$ cat config.mk
export PLATFORM = sky130hd
export DESIGN_NAME = alu_lhs_shift_sequencer_flat
export DESIGN_NICKNAME = d
export VERILOG_FILES = /design/src/rtl/alu_lhs_shift_sequencer_if.sv /design/src/rtl/alu_lhs_shift_sequencer.sv /design/src/flat_wrapper.sv
export SDC_FILE = /design/constraint.sdc
export NUM_CORES = 1
export LEC_CHECK = 0
export CORE_MARGIN = 10
export CORE_UTILIZATION = 35
export DETAILED_ROUTE_END_ITERATION = 10
export PLACE_DENSITY = 0.67
export SYNTH_ARGS = -nofsm -noshare
export SYNTH_HDL_FRONTEND = slang
export SYNTH_SLANG_ARGS = --single-unit
export TNS_END_PERCENT = 10
$ cat constraint.sdc
create_clock -name AluClock -period 2.2 [get_ports AluClock]
set_clock_uncertainty 0.05 [all_clocks]
set_input_delay 0.66 -clock AluClock [delete_from_list [all_inputs] [get_ports AluClock]]
set_output_delay 0.66 -clock AluClock [all_outputs]
set_load 0.005 [all_outputs]
$ cat src/rtl/alu_lhs_shift_sequencer_if.sv
// Request/response and LHS-unit control bundle for the multi-bit shift sequencer.
interface alu_lhs_shift_sequencer_if #(
    parameter int unsigned CNT_W = 3
);
    logic             start;
    logic             dir;
    logic [1:0]       mode;
    logic [CNT_W-1:0] count;
    logic [7:0]       operand;
    logic             carry_in;
    logic             busy;
    logic             done;
    logic [7:0]       result;
    logic             carry_out;

    logic [7:0]       lhs;
    logic             ac4_lhs0;
    logic             ac5_lhs1;
    logic             lcarry_in;
    logic [7:0]       shift;
    logic             lcarry_out;

    // Requester plus LHS unit side.
    modport master (
        output start, dir, mode, count, operand, carry_in, shift, lcarry_out,
        input  busy, done, result, carry_out, lhs, ac4_lhs0, ac5_lhs1, lcarry_in
    );

    // Sequencer side.
    modport slave (
        input  start, dir, mode, count, operand, carry_in, shift, lcarry_out,
        output busy, done, result, carry_out, lhs, ac4_lhs0, ac5_lhs1, lcarry_in
    );
endinterface

$ cat src/rtl/alu_lhs_shift_sequencer.sv
// Breaks one multi-bit shift/rotate request into single-bit LHS unit operations,
// feeding each registered result back as the next operand.
module alu_lhs_shift_sequencer #(
    parameter int unsigned CNT_W = 3
) (
    input logic                          AluClock,
    input logic                          Reset,
    alu_lhs_shift_sequencer_if.slave     bus
);
    typedef enum logic [1:0] {StIdle, StIssue, StCapture, StDone} state_t;

    state_t           state_q;
    logic [7:0]       work_q;
    logic             carry_q;
    logic [CNT_W-1:0] cnt_q;
    logic             dir_q;
    logic [1:0]       mode_q;
    logic [1:0]       sel_q;
    logic             lcin_q;
    logic             done_q;
    logic [7:0]       result_q;
    logic             carry_out_q;

    // Operand/carry that the next ISSUE cycle will present, used to precompute its carry-in.
    logic [7:0] nxt_work;
    logic       nxt_carry;
    logic       nxt_dir;
    logic [1:0] nxt_mode;
    logic       nxt_lcin;

    always_comb begin
        nxt_work  = bus.shift;
        nxt_carry = bus.lcarry_out;
        nxt_dir   = dir_q;
        nxt_mode  = mode_q;
        if (state_q == StIdle) begin
            nxt_work  = bus.operand;
            nxt_carry = bus.carry_in;
            nxt_dir   = bus.dir;
            nxt_mode  = bus.mode;
        end
        case (nxt_mode)
            2'b01:   nxt_lcin = nxt_carry;
            2'b10:   nxt_lcin = nxt_dir ? nxt_work[0] : nxt_work[7];
            2'b11:   nxt_lcin = nxt_dir ? nxt_work[7] : 1'b0;
            default: nxt_lcin = 1'b0;
        endcase
    end

    always_ff @(posedge AluClock) begin
        if (Reset) begin
            state_q     <= StIdle;
            work_q      <= '0;
            carry_q     <= 1'b0;
            cnt_q       <= '0;
            dir_q       <= 1'b0;
            mode_q      <= 2'b00;
            sel_q       <= 2'b00;
            lcin_q      <= 1'b0;
            done_q      <= 1'b0;
            result_q    <= '0;
            carry_out_q <= 1'b0;
        end else begin
            done_q <= 1'b0;
            sel_q  <= 2'b00;
            lcin_q <= 1'b0;
            case (state_q)
                StIdle: begin
                    if (bus.start) begin
                        work_q  <= bus.operand;
                        carry_q <= bus.carry_in;
                        cnt_q   <= bus.count;
                        dir_q   <= bus.dir;
                        mode_q  <= bus.mode;
                        if (bus.count != '0) begin
                            state_q <= StIssue;
                            sel_q   <= bus.dir ? 2'b10 : 2'b01;
                            lcin_q  <= nxt_lcin;
                        end else begin
                            state_q     <= StDone;
                            done_q      <= 1'b1;
                            result_q    <= bus.operand;
                            carry_out_q <= bus.carry_in;
                        end
                    end
                end
                StIssue: state_q <= StCapture;
                StCapture: begin
                    work_q  <= bus.shift;
                    carry_q <= bus.lcarry_out;
                    cnt_q   <= cnt_q - 1'b1;
                    if (cnt_q == CNT_W'(1)) begin
                        state_q     <= StDone;
                        done_q      <= 1'b1;
                        result_q    <= bus.shift;
                        carry_out_q <= bus.lcarry_out;
                    end else begin
                        state_q <= StIssue;
                        sel_q   <= dir_q ? 2'b10 : 2'b01;
                        lcin_q  <= nxt_lcin;
                    end
                end
                default: state_q <= StIdle;
            endcase
        end
    end

    assign bus.lhs       = work_q;
    assign bus.ac4_lhs0  = sel_q[0];
    assign bus.ac5_lhs1  = sel_q[1];
    assign bus.lcarry_in = lcin_q;
    assign bus.busy      = (state_q != StIdle);
    assign bus.done      = done_q;
    assign bus.result    = result_q;
    assign bus.carry_out = carry_out_q;

    logic unused_carry;
    assign unused_carry = carry_q;
endmodule

$ cat src/flat_wrapper.sv
// flat-port wrapper written by rule: the top's interface ports become plain ports
module alu_lhs_shift_sequencer_flat 
#(
    parameter int unsigned CNT_W = 3
)
  (AluClock, Reset, bus_start, bus_dir, bus_mode, bus_count, bus_operand, bus_carry_in, bus_shift, bus_lcarry_out, bus_busy, bus_done, bus_result, bus_carry_out, bus_lhs, bus_ac4_lhs0, bus_ac5_lhs1, bus_lcarry_in);
  alu_lhs_shift_sequencer_if #(.CNT_W(CNT_W)) bus_i ();
  input logic AluClock;
  input logic Reset;
  input wire logic [$bits(bus_i.start)-1:0] bus_start;
  input wire logic [$bits(bus_i.dir)-1:0] bus_dir;
  input wire logic [$bits(bus_i.mode)-1:0] bus_mode;
  input wire logic [$bits(bus_i.count)-1:0] bus_count;
  input wire logic [$bits(bus_i.operand)-1:0] bus_operand;
  input wire logic [$bits(bus_i.carry_in)-1:0] bus_carry_in;
  input wire logic [$bits(bus_i.shift)-1:0] bus_shift;
  input wire logic [$bits(bus_i.lcarry_out)-1:0] bus_lcarry_out;
  output wire logic [$bits(bus_i.busy)-1:0] bus_busy;
  output wire logic [$bits(bus_i.done)-1:0] bus_done;
  output wire logic [$bits(bus_i.result)-1:0] bus_result;
  output wire logic [$bits(bus_i.carry_out)-1:0] bus_carry_out;
  output wire logic [$bits(bus_i.lhs)-1:0] bus_lhs;
  output wire logic [$bits(bus_i.ac4_lhs0)-1:0] bus_ac4_lhs0;
  output wire logic [$bits(bus_i.ac5_lhs1)-1:0] bus_ac5_lhs1;
  output wire logic [$bits(bus_i.lcarry_in)-1:0] bus_lcarry_in;
  assign bus_i.start = bus_start;
  assign bus_i.dir = bus_dir;
  assign bus_i.mode = bus_mode;
  assign bus_i.count = bus_count;
  assign bus_i.operand = bus_operand;
  assign bus_i.carry_in = bus_carry_in;
  assign bus_i.shift = bus_shift;
  assign bus_i.lcarry_out = bus_lcarry_out;
  assign bus_busy = bus_i.busy;
  assign bus_done = bus_i.done;
  assign bus_result = bus_i.result;
  assign bus_carry_out = bus_i.carry_out;
  assign bus_lhs = bus_i.lhs;
  assign bus_ac4_lhs0 = bus_i.ac4_lhs0;
  assign bus_ac5_lhs1 = bus_i.ac5_lhs1;
  assign bus_lcarry_in = bus_i.lcarry_in;
  alu_lhs_shift_sequencer #(.CNT_W(CNT_W)) u_core (.AluClock(AluClock), .Reset(Reset), .bus(bus_i));
endmodule
After elaboration in Yosys (flattened, before gate mapping)
Cells that the tools add are included.
{"block": "word_totals", "inputBits": 27, "wordCells": 64, "output_inout_bits": 22, "ff_bits": 29}
{"block": "classes", "reduce_logical": 7, "addsub": 1, "n_eq_ne": 9, "n_mux": 37}
{"cell": "two-way mux 8 bit", "n": 5}
{"cell": "case mux 8 bit (2 select lines)", "n": 2}
{"cell": "two-way mux 2 bit", "n": 9}
{"cell": "two-way mux 1 bit", "n": 13}
{"cell": "== test 2 bit, second input constant", "n": 3}
{"cell": "case mux 1 bit (2 select lines)", "n": 3}
{"cell": "case mux 2 bit (3 select lines)", "n": 1}
{"cell": "case mux 3 bit (2 select lines)", "n": 1}
{"cell": "== test 2 x 1 -> 1 bit, second input constant", "n": 2}
{"cell": "inequality test 2 bit, second input constant", "n": 2}
{"cell": "case mux 2 bit (2 select lines)", "n": 1}
{"cell": "AND reduction 2 bit", "n": 2}
{"cell": "AND reduction 4 bit", "n": 1}
{"cell": "nonzero test 2 bit", "n": 2}
{"cell": "== test 3 x 1 -> 1 bit, second input constant", "n": 1}
{"cell": "two-way mux 3 bit", "n": 1}
{"cell": "case mux 1 bit (3 select lines)", "n": 1}
{"cell": "nonzero test 3 bit", "n": 1}
{"cell": "subtractor 3 x 1 -> 3 bit, second input constant", "n": 1}
{"cell": "logical NOT 2 bit", "n": 1}
{"cell": "inequality test 2 x 1 -> 1 bit, second input constant", "n": 1}

Depth between registers and ports, before layout
{"block": "logic_depth", "depth_word": 7, "depth_mapped": 6, "ltp_nobuf": 5}

Worst setup path after synthesis
Ideal clock, no wire load.
{"block": "synth_timing", "path_type": "input-to-reg", "from": "input Reset", "to": "register u_core.lcin_q (netlist: u_core.bus.lcarry_in)", "setup_ns": 0.092, "t_required_ns": 2.058, "path_stages": 4, "n_path_buf": 1, "slack_ns": 0.524, "arrival_time_ns": 1.534, "cell_sequence": "clkbuf_1 -> or2_4 -> a311o_1 -> nor4_1"}
{"item": "start, declared", "line": "flat_wrapper.sv:9", "text": "input logic Reset;"}
{"item": "end signal, assigned", "line": "alu_lhs_shift_sequencer.sv:78", "text": "lcin_q <= nxt_lcin;"}
{"item": "end signal, assigned", "line": "alu_lhs_shift_sequencer.sv:100", "text": "lcin_q <= nxt_lcin;"}
{"item": "end, declared", "line": "alu_lhs_shift_sequencer.sv:19", "text": "logic lcin_q;"}

Worst setup path after layout
{"block": "layout_timing", "from": "register u_core.state_q[1]", "to": "output bus_busy"}
{"block": "layout_via", "elab_chain_len": 1}
{"item": "start, declared", "line": "alu_lhs_shift_sequencer.sv:12", "text": "state_t state_q;"}
{"item": "start signal, assigned", "line": "alu_lhs_shift_sequencer.sv:52", "text": "state_q <= StIdle;"}
{"item": "start signal, assigned", "line": "alu_lhs_shift_sequencer.sv:76", "text": "state_q <= StIssue;"}
{"item": "start signal, assigned", "line": "alu_lhs_shift_sequencer.sv:80", "text": "state_q <= StDone;"}
{"item": "nonzero test 2 bit", "line": "alu_lhs_shift_sequencer.sv:112", "text": "assign bus.busy = (state_q != StIdle);"}
{"item": "end, declared", "line": "flat_wrapper.sv:18", "text": "output wire logic [$bits(bus_i.busy)-1:0] bus_busy;"}
Every way passes these cells.

==> results.toml <==
[clock_tree]
clock_path_buffers = 2
post-cts-setup-buffers = 0
cts_hold_buffers = 0
cts.sinks = 29
cts_made_buffers = 5
post_cts_resized = 0
cts_root_buf = "clkbuf_8"
clkTransAtPathRegs_ns = 0.06
htreeDepth = 2
clk_latency_ns = 0.28
cts_tree = "yes"

[die]
die_area_mm2 = 0.00691
rows = 22
die_h_um = 83.1
coreArea_mm2 = 0.00374
pin_count = 49
die_w_um = 83.1
initial_core_util_pct = 37.2

[worst_setup_path]
worstPathArrival_ns = 1.33
r2r_setup_slack_ns = 0.35
critPathLaunch = "u_core.state_q[1]"
path_class = "reg -> out"
endpoint_kind = "primary output"
r2r_start = "u_core.state_q[1]"
worstPathRequired_ns = 1.49
reg2reg_to = "u_core.bus.result[2]"
crit_fanout = 6
endpoint = "bus_busy"
cp-start-kind = "flop"
r2r_cells = 4

[global_route]
grt_pass1_wl_um = 6670
overflow = 0
grt.total_usage_pct = 11.7
grt_max_degree = 25
grt_pass1_vias = 1254
antenna_found_initial = 0

[synth]
syn_area_mm2 = 0.00139
async_flop_share_pct = 0
yosysUniqueCellTypes = 38
seq_area_frac_synth_pct = 41.7
syn_nets = 174
synth_edf_count = 0
ys_warn_count = 0
synth_cells = 145
syn_area_per_cell_um2 = 9.61
dominantRegCellSynth = "dfxtp_1"
ys_ff_latch = 29

[cells_and_area]
nNetsFinal = 228
area_growth_pct = 46.1
multi_input_area_um2 = 708
final_util_pct = 54.4
drive_gt1_share_pct = 13.0
final_cell_mix = "48 x clkdlybuf4s50_1, 29 x dfxtp_1, 27 x a211oi_1"
diodes = 0
layout.cells.non_filler = 248
final_common_cell = "clkdlybuf4s50_1"
seqCellArea_um2 = 581
fill_cells = 354

[routing]
route.detailed.drc = 0
wl_per_cell_um = 16.3
num_vias = 1299
viasPerCell = 5.24
wl_um = 4030
drt_pre_antenna_iters = 4
drt_iter0_drc = 96
postRouteAntennaNets = 0

[power]
p_leak_nw = 0.734
p_sw_share_pct = 26.9
pwr-share-clk_pct = 31.8
total_power_w = 0.00131
power_frac_seq_pct = 44.9
power_density_mw_per_mm2 = 644
p_int_w = 0.000958
p_sw_w = 0.000353
power_frac_comb_pct = 23.2
irDropWorstVdd_v = 0.000367

[timing]
grt_setup_unrepaired = "false"
hold_ws_ns = 0.425
fin_setup_tns_ns = 0
fin_crit_ns = 2.04
maxSlewViolCount = 0
worst_slew_pin_slew_ns = 0.640
timing.fmax_mhz = 489
finalCritPeriodShare_pct = 92.9
final-hold-violation-count = 0
finalSetupViolCount = 0
slew_headroom_pct = 57.3

[placement]
gp_congestion = 0.762
placed_cells = 240
numPortBuffers = 48
dp_hpwl_um = 3120

[hold_path]
hold_class = "reg -> reg"
hold_start = "u_core.cnt_q[1]"

[outcome]
outcome = "finished, final reports clean"

[flow_run]
cap_violations = 0
-- worst min-delay path by stage --
stage,end,slack (ns),cells past startpoint
floorplan,u_core.cnt_q[1],0.40,2
global placement,u_core.bus.carry_out,0.41,1
detailed placement,u_core.bus.carry_out,0.41,1
CTS,u_core.cnt_q[1],0.43,2
global route,u_core.bus.carry_out,0.45,1
finish,u_core.cnt_q[1],0.43,2
-- synthesized netlist by cell type (2+ instances only) --
cell type | n | share of area, %
nand2b_1 | 2 | 0.90
mux2_2 | 2 | 1.6
inv_1 | 6 | 1.6
nor2_1 | 14 | 3.8
nor2b_1 | 3 | 1.3
mux2i_1 | 11 | 7.9
buf_4 | 6 | 3.2
dfxtp_1 | 29 | 42
clkbuf_1 | 3 | 0.81
nor3_1 | 2 | 0.72
ha_1 | 2 | 1.8
nor3b_1 | 2 | 1.1
nand3_1 | 3 | 1.1
a2111oi_0 | 2 | 1.3
buf_2 | 3 | 1.1
a211oi_1 | 27 | 15
a21oi_1 | 5 | 1.8
nand3b_1 | 3 | 1.6
-- kinds of logic (layout without fill, tap and decap cells) --
family / after synthesis / after routing / synth area share (%)
flip-flops: 29 / 29 / 41.7
buffers and inverters: 19 / 74 / 7.54
AO/OA/AOI/OAI: 44 / 44 / 23.3
adder cells (fa/ha/maj): 2 / 2 / 1.80
multiplexers: 13 / 13 / 9.52
AND/OR/NAND/NOR: 38 / 38 / 16.2
-- flip-flops by register name, indices dropped and copies added, names as in the netlist --
signal,cells
u_core.bus.lhs,8
u_core.bus.result,8
u_core.cnt_q,3
u_core.mode_q,2
u_core.sel_q,2
u_core.state_q,2
u_core.bus.carry_out,1
u_core.bus.done,1
u_core.bus.lcarry_in,1
u_core.dir_q,1
-- routing by layer --
metal  vias up  part of all wire (%)  global-route usage (%)
met5         -                     0                       0
met3        10                   4.4                    3.52
met1       601                    44                    13.6
met2        44                    49                    18.7
li1        644                     -                       -
met4         0                   3.0                    6.62
-- metrics by stage --
stage / setup slack, ns / cell area [um^2]
2_1_floorplan: 0.524 / 1390
3_3_place_gp: -0.0596 / 1950
3_5_place_dp: -0.0831 / 1950
4_1_cts: 0.131 / 2040
5_1_grt: 0.0459 / 2040
6_report: 0.157 / 2040
-- layout make-up --
| type | count | share of cell area, % |
|---|---|---|
| Multi-Input combinational cell | 97 | 34.8 |
| Timing Repair Buffer | 60 | 28.6 |
| Sequential cell | 29 | 28.5 |
| Clock buffer | 6 | 3.56 |
| Tap cell | 48 | 2.95 |
| Inverter | 6 | 1.11 |
| Clock inverter | 2 | 0.491 |
-- critical path, stage by stage, from the launching register on --
cell and delay, ns:
dfxtp_1 0.41, nor2_1 0.08, inv_1 0.07, clkdlybuf4s50_1 0.50
-- power by group through the flow --
stage	clock network, W	registers, W	logic [W]
2_1_floorplan	0	0.000599	0.000152
3_3_place_gp	0	0.000599	0.000301
5_1_grt	0.000459	0.000594	0.000334
3_5_place_dp	0	0.000601	0.000306
6_report	0.000418	0.000589	0.000305
4_1_cts	0.000428	0.000589	0.000308
Power figures use the tool's default switching activity.
